==> src/rtl/vgachargen_scan_timing.sv <==
// VGA text-mode scan controller: pixel-tick divider, h/v raster counters,
// programmable sync/active decode, text-buffer addressing, glyph coordinates,
// blink phase, and a pixel-tick delay line that aligns sync/active with the
// text-RAM plus font-ROM read latency.
module vgachargen_scan_timing #(
  parameter int H_ACTIVE     = 640,
  parameter int H_FP         = 16,
  parameter int H_SYNC       = 96,
  parameter int H_BP         = 48,
  parameter int V_ACTIVE     = 480,
  parameter int V_FP         = 10,
  parameter int V_SYNC       = 2,
  parameter int V_BP         = 33,
  parameter bit H_POL        = 1'b0,
  parameter bit V_POL        = 1'b0,
  parameter int CLK_DIV      = 5,
  parameter int GLYPH_W      = 8,
  parameter int GLYPH_H      = 8,
  parameter int PIPE         = 2,
  parameter int BLINK_FRAMES = 30
) (
  input  logic clk_i,
  input  logic rst_i,
  output logic pix_en_o,
  output logic [$clog2((H_ACTIVE/GLYPH_W)*(V_ACTIVE/GLYPH_H))-1:0] char_addr_o,
  output logic [$clog2(GLYPH_W)-1:0] glyph_x_o,
  output logic [$clog2(GLYPH_H)-1:0] glyph_y_o,
  output logic frame_start_o,
  output logic active_o,
  output logic hsync_o,
  output logic vsync_o,
  output logic blink_o,
  // glyph column delayed by PIPE pixel ticks, aligned with active_o for the serialiser
  output logic [$clog2(GLYPH_W)-1:0] glyph_x_dly_o
);

  localparam int H_TOTAL = H_ACTIVE + H_FP + H_SYNC + H_BP;
  localparam int V_TOTAL = V_ACTIVE + V_FP + V_SYNC + V_BP;
  localparam int COLS    = H_ACTIVE / GLYPH_W;
  localparam int ROWS    = V_ACTIVE / GLYPH_H;
  localparam int HW      = $clog2(H_TOTAL);
  localparam int VW      = $clog2(V_TOTAL);
  localparam int AW      = $clog2(COLS * ROWS);
  localparam int GXW     = $clog2(GLYPH_W);
  localparam int GYW     = $clog2(GLYPH_H);
  localparam int DW      = (CLK_DIV > 1) ? $clog2(CLK_DIV) : 1;
  localparam int FW      = (BLINK_FRAMES > 1) ? $clog2(BLINK_FRAMES) : 1;

  localparam logic [DW-1:0] DIV_LAST   = DW'(CLK_DIV - 1);
  localparam logic [HW-1:0] H_LAST     = HW'(H_TOTAL - 1);
  localparam logic [VW-1:0] V_LAST     = VW'(V_TOTAL - 1);
  localparam logic [FW-1:0] BLINK_LAST = FW'(BLINK_FRAMES - 1);

  // The glyph grid must tile the visible area exactly, otherwise the
  // shift-based character addressing would not match the screen layout.
  if ((H_ACTIVE % GLYPH_W) != 0 || (V_ACTIVE % GLYPH_H) != 0) begin : g_bad_glyph
    $error("vgachargen_scan_timing: active area is not a multiple of the glyph size");
  end

  logic [DW-1:0]  div_cnt_reg;
  logic           pix_en_reg;
  logic [HW-1:0]  h_cnt_reg;
  logic [VW-1:0]  v_cnt_reg;
  logic [FW-1:0]  frame_cnt_reg;
  logic           blink_reg;
  logic           h_wrap;
  logic           v_wrap;

  logic           act_next;
  logic           hs_next;
  logic           vs_next;
  logic           fs_next;
  logic [AW-1:0]  addr_next;
  logic [GXW-1:0] gx_next;
  logic [GYW-1:0] gy_next;

  logic           act_reg;
  logic           hs_reg;
  logic           vs_reg;
  logic           fs_reg;
  logic [AW-1:0]  addr_reg;
  logic [GXW-1:0] gx_reg;
  logic [GYW-1:0] gy_reg;

  logic           act_dly;
  logic           hs_dly;
  logic           vs_dly;
  logic [GXW-1:0] gx_dly;

  // Pixel-tick divider: one-clock strobe every CLK_DIV system clocks
  always_ff @(posedge clk_i or posedge rst_i) begin
    if (rst_i) begin
      div_cnt_reg <= '0;
      pix_en_reg  <= 1'b0;
    end else begin
      pix_en_reg  <= (div_cnt_reg == DIV_LAST);
      div_cnt_reg <= (div_cnt_reg == DIV_LAST) ? '0 : div_cnt_reg + DW'(1);
    end
  end

  assign h_wrap = (h_cnt_reg == H_LAST);
  assign v_wrap = (v_cnt_reg == V_LAST);

  // Raster position counters, advancing once per pixel tick
  always_ff @(posedge clk_i or posedge rst_i) begin
    if (rst_i) begin
      h_cnt_reg <= '0;
      v_cnt_reg <= '0;
    end else if (pix_en_reg) begin
      h_cnt_reg <= h_wrap ? '0 : h_cnt_reg + HW'(1);
      if (h_wrap) begin
        v_cnt_reg <= v_wrap ? '0 : v_cnt_reg + VW'(1);
      end
    end
  end

  // Decode of the current raster position into visibility, sync and addressing
  always_comb begin
    act_next  = (int'(h_cnt_reg) < H_ACTIVE) && (int'(v_cnt_reg) < V_ACTIVE);
    hs_next   = ((int'(h_cnt_reg) >= H_ACTIVE + H_FP) &&
                 (int'(h_cnt_reg) <  H_ACTIVE + H_FP + H_SYNC)) ? H_POL : ~H_POL;
    vs_next   = ((int'(v_cnt_reg) >= V_ACTIVE + V_FP) &&
                 (int'(v_cnt_reg) <  V_ACTIVE + V_FP + V_SYNC)) ? V_POL : ~V_POL;
    fs_next   = (h_cnt_reg == '0) && (v_cnt_reg == '0);
    addr_next = '0;
    gx_next   = '0;
    gy_next   = '0;
    if (act_next) begin
      // glyph sizes are powers of two, so row/column come from shifts and the
      // row stride is a constant multiply
      addr_next = AW'(int'(v_cnt_reg >> GYW) * COLS + int'(h_cnt_reg >> GXW));
      gx_next   = h_cnt_reg[GXW-1:0];
      gy_next   = v_cnt_reg[GYW-1:0];
    end
  end

  // Register the decode on the pixel tick so outputs hold for a whole pixel
  always_ff @(posedge clk_i or posedge rst_i) begin
    if (rst_i) begin
      act_reg  <= 1'b0;
      hs_reg   <= ~H_POL;
      vs_reg   <= ~V_POL;
      fs_reg   <= 1'b0;
      addr_reg <= '0;
      gx_reg   <= '0;
      gy_reg   <= '0;
    end else if (pix_en_reg) begin
      act_reg  <= act_next;
      hs_reg   <= hs_next;
      vs_reg   <= vs_next;
      fs_reg   <= fs_next;
      addr_reg <= addr_next;
      gx_reg   <= gx_next;
      gy_reg   <= gy_next;
    end
  end

  // Blink phase: toggles every BLINK_FRAMES complete frames
  always_ff @(posedge clk_i or posedge rst_i) begin
    if (rst_i) begin
      frame_cnt_reg <= '0;
      blink_reg     <= 1'b0;
    end else if (pix_en_reg && h_wrap && v_wrap) begin
      if (frame_cnt_reg == BLINK_LAST) begin
        frame_cnt_reg <= '0;
        blink_reg     <= ~blink_reg;
      end else begin
        frame_cnt_reg <= frame_cnt_reg + FW'(1);
      end
    end
  end

  // Delay line: sync/active/glyph column shifted by PIPE pixel ticks
  if (PIPE == 0) begin : g_nopipe
    assign act_dly = act_reg;
    assign hs_dly  = hs_reg;
    assign vs_dly  = vs_reg;
    assign gx_dly  = gx_reg;
  end else begin : g_pipe
    for (genvar gi = 0; gi < PIPE; gi++) begin : g_stage
      logic           act_sr_reg;
      logic           hs_sr_reg;
      logic           vs_sr_reg;
      logic [GXW-1:0] gx_sr_reg;
      logic           act_src;
      logic           hs_src;
      logic           vs_src;
      logic [GXW-1:0] gx_src;

      if (gi == 0) begin : g_head
        assign act_src = act_reg;
        assign hs_src  = hs_reg;
        assign vs_src  = vs_reg;
        assign gx_src  = gx_reg;
      end else begin : g_link
        assign act_src = g_stage[gi-1].act_sr_reg;
        assign hs_src  = g_stage[gi-1].hs_sr_reg;
        assign vs_src  = g_stage[gi-1].vs_sr_reg;
        assign gx_src  = g_stage[gi-1].gx_sr_reg;
      end

      // One stage of the pixel-tick shift register, cleared to deasserted levels
      always_ff @(posedge clk_i or posedge rst_i) begin
        if (rst_i) begin
          act_sr_reg <= 1'b0;
          hs_sr_reg  <= ~H_POL;
          vs_sr_reg  <= ~V_POL;
          gx_sr_reg  <= '0;
        end else if (pix_en_reg) begin
          act_sr_reg <= act_src;
          hs_sr_reg  <= hs_src;
          vs_sr_reg  <= vs_src;
          gx_sr_reg  <= gx_src;
        end
      end
    end

    assign act_dly = g_stage[PIPE-1].act_sr_reg;
    assign hs_dly  = g_stage[PIPE-1].hs_sr_reg;
    assign vs_dly  = g_stage[PIPE-1].vs_sr_reg;
    assign gx_dly  = g_stage[PIPE-1].gx_sr_reg;
  end

  assign pix_en_o      = pix_en_reg;
  assign char_addr_o   = addr_reg;
  assign glyph_x_o     = gx_reg;
  assign glyph_y_o     = gy_reg;
  assign frame_start_o = fs_reg;
  assign active_o      = act_dly;
  assign hsync_o       = hs_dly;
  assign vsync_o       = vs_dly;
  assign blink_o       = blink_reg;
  assign glyph_x_dly_o = gx_dly;

endmodule

==> config.mk <==
export PLATFORM = sky130hd
export DESIGN_NAME = vgachargen_scan_timing
export DESIGN_NICKNAME = d
export VERILOG_FILES = /design/src/rtl/vgachargen_scan_timing.sv
export SDC_FILE = /design/constraint.sdc
export NUM_CORES = 1
export LEC_CHECK = 0
export ABC_AREA = 1
export CAP_MARGIN = 40
export CORE_MARGIN = 3
export CORE_UTILIZATION = 30
export DETAILED_ROUTE_END_ITERATION = 7
export MAX_ROUTING_LAYER = met4
export SLEW_MARGIN = 20
export SYNTH_ARGS = -nofsm -noshare
export SYNTH_HDL_FRONTEND = slang
export SYNTH_SLANG_ARGS = --single-unit
==> constraint.sdc <==
create_clock -name clk_i -period 2.1 [get_ports clk_i]
set_input_delay 0.42 -clock clk_i [delete_from_list [all_inputs] [get_ports clk_i]]
set_output_delay 0.42 -clock clk_i [all_outputs]
set_load 0.01 [all_outputs]
==> results of run 1 <==
-- per-layer routing --
metal | global-route usage, % | vias to the layer above | part of all wire [%]
li1 | - | 1484 | -
met1 | 18.0 | 1358 | 47
met2 | 21.1 | 49 | 47
met3 | 2.95 | 10 | 4.6
met4 | 4.15 | 0 | 1.3
met5 | - | - | 0
-- cells by family (layout without fill, tap and decap cells) --
| logic type | after synthesis | after routing |
|---|---|---|
| flip-flops | 65 | 65 |
| adder cells (fa/ha/maj) | 23 | 23 |
| buffers and inverters | 68 | 120 |
| AO/OA/AOI/OAI | 60 | 60 |
| XOR/XNOR | 10 | 10 |
| AND/OR/NAND/NOR | 200 | 200 |
-- layout make-up --
cell class	instances	area [µm²]	area share, %
clock buffers	9	225	4.96
clock inverters	7	103	2.26
inverters	59	224	4.94
multi-input cells	293	1750	38.6
well taps	143	179	3.94
flip-flops and latches	65	1630	36.0
repair buffers	45	423	9.32
-- metrics by stage --
| stage | hold WS, ns | util (%) | TNS (ns) | power (mW) |
|---|---|---|---|---|
| after floorplan | 0.429 | - | -0.0247 | 1.29 |
| after global placement | 0.439 | 35.7 | 0 | 1.31 |
| after detailed placement | 0.450 | 35.7 | -0.0359 | 1.31 |
| after CTS | 0.399 | 38.9 | 0 | 2.95 |
| after global routing | 0.410 | 39.6 | -0.104 | 3.01 |
| final | 0.383 | 39.6 | 0 | 2.91 |
-- final timing paths --
path                                    end  slack [ns]      startpoint  cells past startpoint
max in group asynchronous           vsync_o        1.09           rst_i                      3
min reg2reg                  div_cnt_reg[0]        0.46  div_cnt_reg[0]                      1
max reg2reg                 char_addr_o[12]        0.05    v_cnt_reg[4]                     10
min in group clk_i           div_cnt_reg[0]        0.46  div_cnt_reg[0]                      1
max                         char_addr_o[12]        0.05    v_cnt_reg[4]                     10
min                        frame_cnt_reg[1]        0.38           rst_i                      2
-- power by group --
group | internal (mW) | switching [mW] | total [mW]
combinational | 0.00566 | 0.0248 | 0.0305
clock | 1.05 | 0.581 | 1.63
sequential | 1.25 | 0 | 1.25
-- repair_timing --
| item | 4_1_cts | 5_1_grt |
|---|---|---|
| cloned | 0 | 0 |
| buffers inserted | 0 | 3 |
| endpoints found under the setup margin | 1 | 3 |
| gates resized for setup | 4 | 10 |
| pin swaps | 0 | 7 |
-- cells in the final DEF, fill, tap and decap left out, types with 9 or more instances in the layout --
| cell type | n |
|---|---|
| nor2_1 | 25 |
| nand3_1 | 25 |
| o21ai_0 | 43 |
| ha_1 | 14 |
| nor3_1 | 9 |
| inv_1 | 55 |
| a21oi_1 | 10 |
| clkdlybuf4s50_1 | 29 |
| nand2_1 | 103 |
| buf_4 | 15 |
| dfrtp_1 | 59 |
| clkbuf_16 | 9 |
| nand4_1 | 12 |
==> results.py, run 1 <==
metrics = {
    "sta": {
        "finalSetupViolCount": 0,
        "fin_crit_ns": 2.05,
        "slew_viol_final": 0,
        "fin_skew_ns": 0.00756,
        "rsz0062_at_grt": "true",
        "slew_headroom_pct": 77.2,
        "period_share_pct": 97.4,
        "worst_pin_slew_ns": 0.342,
        "setup_slack_ns": 0.0543,
        "fmax_mhz": 489,
        "hold_violations": 0,
    },
    "yosys": {
        "async_flop_share_pct": 100,
        "synth_simple_gate_area_share_pct": 26.5,
        "seq_area_frac_synth_pct": 46.0,
        "synth_flop_cell": "dfrtp_1",
        "yosys_warnings": 0,
        "syn-num-nets": 451,
        "yosys.area.top_type_share_pct": 41.6,
        "syn_area_um2": 3550,
        "synth.area.mux_share_pct": 0,
        "synth.area.top_cells": "dfrtp_1 (42%), nand2_1 (11%), ha_1 (7.4%), o21ai_0 (6.2%), inv_1 (5.9%)",
        "synth_xor_area_share_pct": 2.47,
        "synth_compound_area_share_pct": 8.85,
        "synth_top_family_by_area": "simple AND/OR/NAND/NOR gates",
        "syn_inst": 426,
        "synthDominantAreaCellType": "dfrtp_1",
        "synth.avg_cell_area_um2": 8.33,
        "yosysMostFrequentCell": "nand2_1",
        "synth-adder-area-share_pct": 8.53,
        "synth_edf_count": 0,
        "yosys_register_bits": 65,
        "synth_commonest_cells": "nand2_1 (103), dfrtp_1 (59), inv_1 (56)",
        "synth_cell_types": 35,
    },
    "clock_network": {
        "clkTransAtPathRegs_ns": 0.06,
        "ctsHoldBuffers": 0,
        "clockBufferDepth": 2,
        "clk_latency_ns": 0.33,
        "cts_tree": "done",
        "ctsRootBufferMaster": "clkbuf_16",
        "cts.sinks": 65,
        "cts_max_level": 3,
        "numCtsBuffers": 9,
    },
    "global_routing": {
        "grt_pass1_wl_um": 14000,
        "grtUsageTotal_pct": 13.6,
        "antenna_found_initial": 0,
        "grt_max_degree": 53,
        "grt_pass1_vias": 2877,
        "grt_remaining_overflow": 0,
    },
    "floorplanning": {
        "rows": 39,
        "die_h_um": 115,
        "die_x_um": 115,
        "start_util_pct": 31.0,
        "dieArea_um2": 13200,
        "core-area_um2": 11500,
        "pin_count": 30,
    },
    "place": {
        "numPortBuffers": 29,
        "gp_congestion": 0.861,
        "dp_hpwl_um": 5740,
        "placed_area_um2": 4090,
        "place_ws_ns": -0.0359,
        "placedCellCount": 602,
    },
    "power": {
        "p_leak_nw": 2.07,
        "power_density_nw_per_um2": 642,
        "ir_drop_mv": 0.308,
    },
    "final_layout": {
        "antennaDiodeCount": 0,
        "postLayoutCellArea_um2": 4540,
        "fin_nets": 498,
        "layout-drive-gt1-share_pct": 14.6,
        "synthToLayoutAreaGrowth_pct": 27.8,
        "fin_cells": 621,
        "n_fill_cell": 1152,
        "largest_reg_flops": 13,
    },
    "drt": {
        "detail-route-antenna-nets": 0,
        "vias": 2901,
        "viasPerCell": 4.67,
        "drt-total-wl_um": 7980,
        "route.detailed.drc": 0,
        "first_pass_iters": 4,
        "drt_iter0_markers": 212,
        "wire_per_inst_um": 12.9,
    },
    "run": {
        "cap_violations": 0,
    },
    "worst_setup_path": {
        "critPathRequiredTime_ns": 2.33,
        "crit_chain": "ha_4 -> ha_4 -> fa_2 -> nand3_2 -> nor2_4 -> nand3_2 -> nor2_2 -> nand2_1 -> nand3_2 -> nand2_1",
        "crit_buf_inv": 0,
        "cp_top_family": "adder cells",
        "critPathKind": "flip-flop to flip-flop",
        "cp_max_fo": 2,
        "startpoint_type": "flip-flop",
        "endpoint_kind": "flip-flop",
        "crit_top_cell": "nand3_2",
        "critPathSlowestCell": "fa_2",
        "max_stage_delay_ns": 0.54,
        "cp.arrival_ns": 2.27,
    },
    "status": {
        "status": "finished, final reports clean",
    },
    "worst_hold_path": {
        "min_path_type": "input pin to async pin",
    },
}
Power figures use the tool's default switching activity.
==> run 2: changes to the inputs <==
- CELL_PAD_IN_SITES_DETAIL_PLACEMENT: not set -> 2
- CELL_PAD_IN_SITES_GLOBAL_PLACEMENT: not set -> 2
- CTS_BUF_LIST: not set -> sky130_fd_sc_hd__clkbuf_16
- PLACE_DENSITY_LB_ADDON: not set -> 0.1
==> run 2 against run 1 <==
  * The flow now finishes with violations (setup timing)
  * Clock skew about the same
  * Global-route usage up 3.8 points
  * Register-to-register slack worse by 0.06 ns
  * Via count up 3.8%
  * Sequential share of layout area up 0.46 points
  * Worst hold slack worse by 0.0011 ns
  * Sequential power about the same
  * Count of clock-buffer cells in the layout unchanged
  * Total power down 1.8%
  * Clock power down 4%
  * Fmax down 2.6%
==> results.py, run 2 (synthesis results as in run 1) <==
metrics = {
    "worst_setup_path": {
        "cp.arrival_ns": 2.38,
        "worstReg2RegEnd": "char_addr_o[12]",
        "cp_max_fo": 2,
        "critPathKind": "flip-flop to flip-flop",
        "ff2ff_setup_slack_ns": -0.0007,
        "timing.rr.start": "v_cnt_reg[4]",
        "critPathRequiredTime_ns": 2.38,
        "max_stage_delay_ns": 0.56,
        "endpoint_kind": "flip-flop",
        "crit_chain": "ha_1 -> ha_2 -> fa_2 -> nand3_4 -> nor2_4 -> buf_4 -> nand3_1 -> nand2_1 -> nand3_1 -> nand2_1",
        "rr_worst_depth": 10,
        "critPathSlowestCell": "fa_2",
        "crit_buf_inv": 1,
        "cp_top_family": "adder cells",
        "startpoint_type": "flip-flop",
    },
    "sta": {
        "tns_ns": -0.000694,
        "rsz0062_at_grt": "true",
        "setup_slack_ns": -0.000694,
        "worst_pin_slew_ns": 0.373,
        "fin_skew_ns": 0.00742,
        "fin_crit_ns": 2.10,
        "fmax_mhz": 476,
        "period_share_pct": 100,
        "slew_headroom_pct": 75.1,
        "hold_violations": 0,
        "slew_viol_final": 0,
        "finalSetupViolCount": 1,
    },
    "drt": {
        "route.detailed.drc": 0,
        "drt-total-wl_um": 10000,
        "first_pass_iters": 4,
        "viasPerCell": 4.84,
        "vias": 3010,
        "detail-route-antenna-nets": 0,
        "drt_iter0_markers": 107,
        "wire_per_inst_um": 16.1,
    },
    "power": {
        "p_leak_nw": 2.09,
        "ir_drop_mv": 0.685,
        "sequentialPowerShare_pct": 43.8,
        "p_int_mw": 2.29,
        "pwr-share-comb_pct": 1.1,
        "power_frac_clock_pct": 55.0,
        "switching_power_mw": 0.574,
        "finalPower_mw": 2.86,
        "power_switching_share_pct": 20.1,
        "power_density_nw_per_um2": 639,
    },
    "place": {
        "numPortBuffers": 29,
        "place_ws_ns": -0.0148,
        "dp_hpwl_um": 7680,
        "gp_congestion": 0.814,
    },
    "clock_network": {
        "cts.sinks": 65,
        "ctsRootBufferMaster": "clkbuf_16",
        "clockBufferDepth": 2,
        "numCtsBuffers": 9,
        "clkTransAtPathRegs_ns": 0.05,
        "cts_tree": "done",
        "cts_max_level": 3,
        "clk_latency_ns": 0.34,
    },
    "status": {
        "failed_checks": "setup timing",
        "status": "finished with violations",
    },
    "global_routing": {
        "grt_pass1_wl_um": 17300,
        "grt_remaining_overflow": 0,
        "grt_pass1_vias": 3360,
        "grtUsageTotal_pct": 17.4,
        "antenna_found_initial": 0,
        "grt_max_degree": 36,
    },
    "floorplanning": {
        "die_x_um": 115,
        "core-area_um2": 11500,
        "pin_count": 30,
        "rows": 39,
        "dieArea_um2": 13200,
        "start_util_pct": 31.0,
        "die_h_um": 115,
    },
    "final_layout": {
        "synthToLayoutAreaGrowth_pct": 26.2,
        "antennaDiodeCount": 0,
        "fin_nets": 499,
        "layout-drive-gt1-share_pct": 12.9,
        "mostFrequentLayoutCells": "nand2_1 (103), dfrtp_1 (59), inv_1 (56)",
        "largest_reg_flops": 13,
        "final_common_cell": "nand2_1",
    },
    "worst_hold_path": {
        "min_path_type": "input pin to async pin",
    },
    "run": {
        "cap_violations": 0,
    },
}
## run 2: metrics by stage
step                      cell area, µm²  hold WS (ns)  cells  utilization (%)
after global routing                4480         0.412    622             39.1
after floorplan                     3560         0.429    426                -
after CTS                           4440         0.387    622             38.7
after global placement              4120         0.460    606             36.0
final                               4480         0.381    622             39.1
after detailed placement            4120         0.463    606             36.0
## run 2: area by class of cell
class | instances | area [µm²]
clock buffer | 9 | 225
fill | 1297 | 6990
clock inverter | 7 | 87.6
sequential | 65 | 1630
tap | 143 | 179
timing repair buffer | 46 | 430
inverter | 59 | 224
multi-input combinational | 293 | 1700
## run 2: worst max-delay path by stage
| stage | startpoint | endpoint | slack, ns | cells after the start |
|---|---|---|---|---|
| 3_3_place_gp | v_cnt_reg[6] | char_addr_o[12] | 0.05 | 11 |
| 5_1_grt | v_cnt_reg[4] | char_addr_o[12] | -0.12 | 10 |
| 2_1_floorplan | v_cnt_reg[6] | char_addr_o[12] | -0.02 | 10 |
| 4_1_cts | v_cnt_reg[6] | char_addr_o[12] | -0.03 | 10 |
| 6_report | v_cnt_reg[4] | char_addr_o[12] | -0.0007 | 10 |
| 3_5_place_dp | v_cnt_reg[6] | char_addr_o[12] | -0.01 | 12 |
## run 2: worst reg2reg max path, cell delays in order, from the launching register on
cell and delay (ns):
dfrtp_1 0.38, ha_1 0.31, ha_2 0.19, fa_2 0.56
nand3_4 0.08, nor2_4 0.12, buf_4 0.12, nand3_1 0.07
nand2_1 0.08, nand3_1 0.08, nand2_1 0.06
## run 2: power groups by stage
stage          Sequential (mW)  Combinational, mW  Clock [mW]
2_1_floorplan             1.28             0.0182           0
3_3_place_gp              1.28             0.0354           0
3_5_place_dp              1.28             0.0361           0
4_1_cts                   1.25             0.0358        1.64
5_1_grt                   1.25             0.0392        1.69
6_report                  1.25             0.0327        1.57
## run 2: what timing repair did
action,4_1_cts,5_1_grt
hold buffers,0,0
pin swaps,0,4
endpoints found under the setup margin,2,4
resized for setup,2,7
setup buffers,0,0
## run 2: per-layer routing
metal	up-vias	track usage, %	wire length, µm
li1	1486	-	-
met1	1479	21.6	4660
met2	35	28.4	4950
met3	10	4.95	332
met4	0	3.99	88
met5	-	-	0
